$ cat src/rtl/uart_tx_cfg_pkg.sv
// Shared definitions for the configurable UART: FSM states, parity codes and
// a counter-width helper, reusable by a future configurable receiver.
package uart_tx_cfg_pkg;

  typedef enum logic [2:0] {
    ST_IDLE   = 3'd0,
    ST_START  = 3'd1,
    ST_DATA   = 3'd2,
    ST_PARITY = 3'd3,
    ST_STOP   = 3'd4
  } state_e;

  localparam int PAR_NONE = 0;
  localparam int PAR_ODD  = 1;
  localparam int PAR_EVEN = 2;

  // Bits needed to hold 0..n-1, never less than one.
  function automatic int clog2(input int n);
    int w;
    w = 1;
    while ((1 << w) < n) w++;
    return w;
  endfunction

endpackage

$ cat src/rtl/uart_tx_cfg_baud.sv
// Baud timer: counts 0..DIV-1 while enabled, ticks on DIV-1 and flags DIV-2
// so the owner can register an end-of-bit event one cycle early.
module uart_baud_tick
  import uart_tx_cfg_pkg::*;
#(
  parameter int DIV = 10
) (
  input  logic clk,
  input  logic rstn,
  input  logic en_i,
  input  logic clr_i,
  output logic tick_o,
  output logic pre_o
);

  localparam int CW = clog2(DIV);

  logic [CW-1:0] cnt_q, cnt_d;

  always_comb begin
    cnt_d = cnt_q;
    if (clr_i)
      cnt_d = '0;
    else if (en_i)
      cnt_d = (cnt_q == CW'(DIV - 1)) ? '0 : cnt_q + 1'b1;
  end

  always_ff @(posedge clk) begin
    if (rstn) cnt_q <= '0;
    else      cnt_q <= cnt_d;
  end

  assign tick_o = en_i && (cnt_q == CW'(DIV - 1));
  assign pre_o  = en_i && (cnt_q == CW'(DIV - 2));

endmodule

$ cat src/rtl/uart_tx_cfg.sv
// Configurable UART transmitter: start, DATA_BITS payload LSB first,
// optional parity, 1 or 2 stop bits; tx/ready/done all registered.
module uart_tx_cfg
  import uart_tx_cfg_pkg::*;
#(
  parameter int CLK_FREQ  = 100_000_000,
  parameter int BAUD      = 9600,
  parameter int DATA_BITS = 8,
  parameter int PARITY    = 0,
  parameter int STOP_BITS = 1
) (
  input  logic                 clk,
  input  logic                 rstn,
  input  logic                 start,
  input  logic [DATA_BITS-1:0] data,
  output logic                 tx,
  output logic                 ready,
  output logic                 done
);

  localparam int DIV = (CLK_FREQ + BAUD / 2) / BAUD;
  localparam int BW  = clog2(DATA_BITS);

  generate
    if (DATA_BITS < 5 || DATA_BITS > 9) begin : g_bad_data
      $error("uart_tx_cfg: DATA_BITS must be 5..9");
    end
    if (PARITY < 0 || PARITY > 2) begin : g_bad_par
      $error("uart_tx_cfg: PARITY must be 0, 1 or 2");
    end
    if (STOP_BITS != 1 && STOP_BITS != 2) begin : g_bad_stop
      $error("uart_tx_cfg: STOP_BITS must be 1 or 2");
    end
    if (DIV < 2) begin : g_bad_div
      $error("uart_tx_cfg: clock/baud divisor must be >= 2");
    end
  endgenerate

  state_e               state_q, state_d;
  logic [DATA_BITS-1:0] data_q, data_d;
  logic                 par_q, par_d;
  logic [BW-1:0]        bit_q, bit_d;
  logic                 tx_q, tx_d;
  logic                 ready_q, ready_d;
  logic                 done_q, done_d;
  logic                 tick, pre, accept, last_stop;

  assign accept    = start && ready_q;
  assign last_stop = (state_q == ST_STOP) && (bit_q == BW'(STOP_BITS - 1));

  uart_baud_tick #(.DIV(DIV)) u_baud (
    .clk    (clk),
    .rstn   (rstn),
    .en_i   (state_q != ST_IDLE),
    .clr_i  (accept),
    .tick_o (tick),
    .pre_o  (pre)
  );

  always_ff @(posedge clk) begin
    if (rstn) state_q <= ST_IDLE;
    else      state_q <= state_d;
  end

  always_comb begin
    state_d = state_q;
    case (state_q)
      ST_IDLE:   if (accept) state_d = ST_START;
      ST_START:  if (tick) state_d = ST_DATA;
      ST_DATA:
        if (tick && bit_q == BW'(DATA_BITS - 1))
          state_d = (PARITY != PAR_NONE) ? ST_PARITY : ST_STOP;
      ST_PARITY: if (tick) state_d = ST_STOP;
      ST_STOP:   if (tick && last_stop) state_d = ST_IDLE;
      default:   state_d = ST_IDLE;
    endcase
  end

  // Bit counter is shared by DATA and STOP and restarts on every state change.
  always_comb begin
    data_d = data_q;
    par_d  = par_q;
    bit_d  = bit_q;
    if (accept) begin
      data_d = data;
      par_d  = (PARITY == PAR_ODD) ? ~^data : ^data;
      bit_d  = '0;
    end else if (tick) begin
      bit_d = (state_d != state_q) ? '0 : bit_q + 1'b1;
    end
  end

  always_ff @(posedge clk) begin
    if (rstn) begin
      data_q <= '0;
      par_q  <= 1'b0;
      bit_q  <= '0;
    end else begin
      data_q <= data_d;
      par_q  <= par_d;
      bit_q  <= bit_d;
    end
  end

  // done is registered off the DIV-2 flag so it sits on the final stop cycle.
  always_comb begin
    tx_d    = 1'b1;
    ready_d = (state_d == ST_IDLE);
    done_d  = last_stop && pre;
    case (state_d)
      ST_START:  tx_d = 1'b0;
      ST_DATA:   tx_d = data_d[bit_d];
      ST_PARITY: tx_d = par_d;
      default:   tx_d = 1'b1;
    endcase
  end

  always_ff @(posedge clk) begin
    if (rstn) begin
      tx_q    <= 1'b1;
      ready_q <= 1'b1;
      done_q  <= 1'b0;
    end else begin
      tx_q    <= tx_d;
      ready_q <= ready_d;
      done_q  <= done_d;
    end
  end

  assign tx    = tx_q;
  assign ready = ready_q;
  assign done  = done_q;

endmodule

$ cat config.mk
export PLATFORM = sky130hd
export DESIGN_NAME = uart_tx_cfg
export DESIGN_NICKNAME = d
export VERILOG_FILES = /design/src/rtl/uart_tx_cfg_pkg.sv /design/src/rtl/uart_tx_cfg_baud.sv /design/src/rtl/uart_tx_cfg.sv
export SDC_FILE = /design/constraint.sdc
export NUM_CORES = 1
export LEC_CHECK = 0
export CAP_MARGIN = 25
export CORE_UTILIZATION = 38
export DETAILED_ROUTE_END_ITERATION = 10
export SYNTH_ARGS = -nofsm -noshare
export SYNTH_HDL_FRONTEND = slang
export SYNTH_SLANG_ARGS = --single-unit
$ cat constraint.sdc
create_clock -name clk -period 2.43 [get_ports clk]
set_input_delay 0.6075 -clock clk [delete_from_list [all_inputs] [get_ports clk]]
set_output_delay 0.6075 -clock clk [all_outputs]
set_load 0.1 [all_outputs]
==> metrics list <==
- Sequential fraction of the synthesis area: 0.367
- The most used flip-flop cell after synthesis is sky130_fd_sc_hd__dfxtp_1.
- Combined global-route utilization of all metal layers: 0.174
- Number of I/O port buffers: 13
- The synthesized design spends more area on one cell type than any other, namely sky130_fd_sc_hd__dfxtp_1.
* Max Fanout on Critical Path: 10
- Worst rel slew slack: 0.708
- The clock passes through at most 2 buffers.
- Estimated wirelength of the detail-placed design: 2630 um
* Max-cap violations: 0
- In the post-synthesis netlist, the biggest area contributors are sky130_fd_sc_hd__dfxtp_1, sky130_fd_sc_hd__nand2_1, sky130_fd_sc_hd__xnor2_1.
- Across all setup checks in the final design, the least slack found is 0.0517 ns.
- For this run, the number of Yosys warnings is 0.
* Antenna violations before repair: 0
- Adder and majority cell fraction of the synthesized area: 0.0358
- The min-delay analysis places its worst path in the category reg -> reg.
* Drt pass-1 iters: 4
- Via count of the first global-routing pass: 1464
- Global-route wire length before repair: 6800 um
* Weighted congestion at the end of routability-driven global placement: 0.815
* RR Endpoint: tx
- In this run the standard cell core region covers 4380 sq um.
- In the final layout, the share of cells above drive strength 1 is 0.173.
- The run finished with clean final reports.
- Count of cells along the worst hold path: 2
- Entering global routing, the biggest net connects 15 pins.
- IR analysis of the VDD net gives a maximum drop of 256 uV.
- In the final design database the tool counted 246 nets.
- RR Startpoint: u_baud.cnt_q[0]
* Cell area after technology mapping: 1750 sq um
- Number of DRC violations after detailed routing: 0
- Util after Layout: 0.478
- Number of buffers added to fix hold violations after cts: 0
- Total chip power: 1.17 mW
- Fin. max-slew vios: 0
- Total inserted antenna cells: 0
- In this run, synthesis produced a sequential element count of 32.
- By instance count, the leading cell after synthesis is sky130_fd_sc_hd__dfxtp_1.
- Synth Area in Compound Gates: 0.141
- Once detail routing completed, the nets flagged for antenna violations numbered 0.
* Average wire per standard cell: 13.4 um
* Critical Path Source: u_baud.cnt_q[0]
- After routing, the total negative slack on setup checks comes to 0 ns.
* Yosys cell types: 48
- Syn_nets: 222
- For hold timing, the worst endpoint is data_q[5].
- Number of standard-cell rows in the floorplan: 24
- Of the total synthesized cell area, the portion taken by AND, OR, NAND and NOR gates is 0.310.
- Setup violations remaining at the end of the flow were counted as 0.
- The portion of synthesized area spent on multiplexers is 0.00645.
- Number of buffers created by CTS: 5
- The worst setup path is launched from a flop.
- Detailed-route via count: 1483
- Setup repair after global routing missed its margin: true
- Counting cells, the worst reg-to-reg path comes to 9.
- Proportion of register bits with asynchronous set or reset after synthesis: 0
* Static leakage: 0.747 nW
- Count of filler cells inserted in the layout: 440
- Synthesis produced 206 cells.
* Number of enable flip-flop cells after synthesis: 0
- After synthesis, the largest family of logic cells by area is simple AND/OR/NAND/NOR gates.
- CTS built an H-tree with a depth of 2.
* R2R Setup Slk: 0.05 ns
- The floorplan step set the die width to 69.8 um.
* Cell types with the highest counts after synthesis: sky130_fd_sc_hd__dfxtp_1, sky130_fd_sc_hd__nand2_1, sky130_fd_sc_hd__nor2_1
* Total congestion overflow: 0
* Clock sink count: 32
- For the worst setup path, the data arrival time is 2.59 ns.
- The critical path is of the reg -> reg type.
- The die covers 4870 sq um.
- Clock-pin slew was measured on the worst setup and hold paths at 0.07 ns.
- Req. time, crit path: 2.64 ns
* Area share of the largest cell type after synthesis: 0.367
* Chip height: 69.8 um
- Slew at the pin with the worst max-slew slack: 0.434 ns
- Top-level I/O count: 14
- The final hold violation count is 0.
- For this design the ratio of total power to cell area is 557 nW/um^2.
* Avg Vias per Cell: 5.24
* Achievable Freq: 420 MHz
* Buffer type at the clock tree root: sky130_fd_sc_hd__clkbuf_8
* Synthesis-to-layout area growth: 20.0%
* Clock tree from TritonCTS: yes
* Clock period minus worst slack: 2.38 ns
- The later pin in the worst-skew pair is clocked with a latency of 0.28 ns.
* Worst setup slack after placement: 0.0896 ns
* Critical path endpoint category: flop
- Worst hold start: data_q[5]
- The clock arrives with 0.00505 ns of skew.
* Number of design-rule violations left by the first detailed-router iteration: 89
- A synthesized cell averages 8.47 sq um.
- For this block, the routed nets add up to 3810 um of wire.
- Of the total synthesized cell area, the portion taken by XOR and XNOR cells is 0.0903.
- In the finished design, the share of the clock period the worst path needs comes to 0.979.
- The initial utilization of the core area, before any placement, comes to 0.398.
- Worst hold slack after final layout: 0.459 ns
-- cell families (layout without fill, tap and decap cells) --
logic type	count (synthesis)	in the layout
and+or+nand+nor	101	101
AOI/OAI and AO/OA	33	33
DFF	32	32
xor gates and xnor gates	18	18
buffers and inverters	16	41
adders and majority gates	5	5
muxes	1	1
-- flip-flops by register name (all words and copies together), names as in the netlist --
signal        flops
state_q           3
ready             1
par_q             1
tx                1
done              1
data_q            8
bit_q             3
u_baud.cnt_q     14
-- layout by cell type (no fill, tap or decap), drive strengths merged, types with 4 or more instances in the layout --
cell type,count
clkdlybuf4s50,10
ha,5
nor3,13
dfxtp,32
o21ai,5
xnor2,11
and2,4
xor2,7
nand2,29
inv,8
nor2,24
nand3,7
nor4,6
or3,4
clkbuf,8
buf,15
a21oi,13
-- cell type report --
cell class / count / area (sq um) / share of cell area
repair buffers: 25 / 216 / 0.103
multi-input cells: 158 / 1050 / 0.502
well taps: 52 / 65.1 / 0.0311
flip-flops and latches: 32 / 642 / 0.306
clock buffers: 8 / 90.1 / 0.0430
inverters: 8 / 30.0 / 0.0143
-- per-layer routing --
metal / wire, um / vias to the layer above / GRT usage
li1: - / 765 / -
met1: 1960 / 693 / 0.240
met2: 1690 / 23 / 0.261
met3: 121 / 2 / 0.0378
met4: 27 / 0 / 0.0778
met5: 0 / - / 0
-- what timing repair did --
action	4_1_cts	5_1_grt
setup buffers	0	3
endpoints found under the setup margin	0	1
hold endpoints to repair	0	0
gates resized for setup	0	8
-- worst max path at each step --
stage,cells past startpoint,endpoint
detailed placement,8,tx
CTS,9,tx
global route,9,tx
finish,9,tx
floorplan,10,tx
global placement,9,tx
-- power breakdown --
group	leakage [nW]	switching [mW]	internal, mW	total, mW
sequential	0.261	0.0149	0.543	0.558
combinational	0.441	0.104	0.0741	0.178
clock	0.0455	0.201	0.231	0.432
-- through the flow --
stage | cells | cell area (sq um)
after detailed placement | 272 | 1950
final | 283 | 2090
after floorplan | 206 | 1750
after global placement | 272 | 1950
after CTS | 280 | 2040
after global routing | 283 | 2090
-- worst max-delay path: stages (launching register included) --
cell,delay [ns]
sky130_fd_sc_hd__dfxtp_1,0.34
sky130_fd_sc_hd__inv_1,0.08
sky130_fd_sc_hd__ha_1,0.15
sky130_fd_sc_hd__and4bb_1,0.27
sky130_fd_sc_hd__and4_1,0.34
sky130_fd_sc_hd__nand2_4,0.13
sky130_fd_sc_hd__a32o_1,0.33
sky130_fd_sc_hd__nor4_1,0.33
sky130_fd_sc_hd__o21bai_1,0.15
sky130_fd_sc_hd__a32oi_2,0.19
Power figures use the tool's default switching activity.
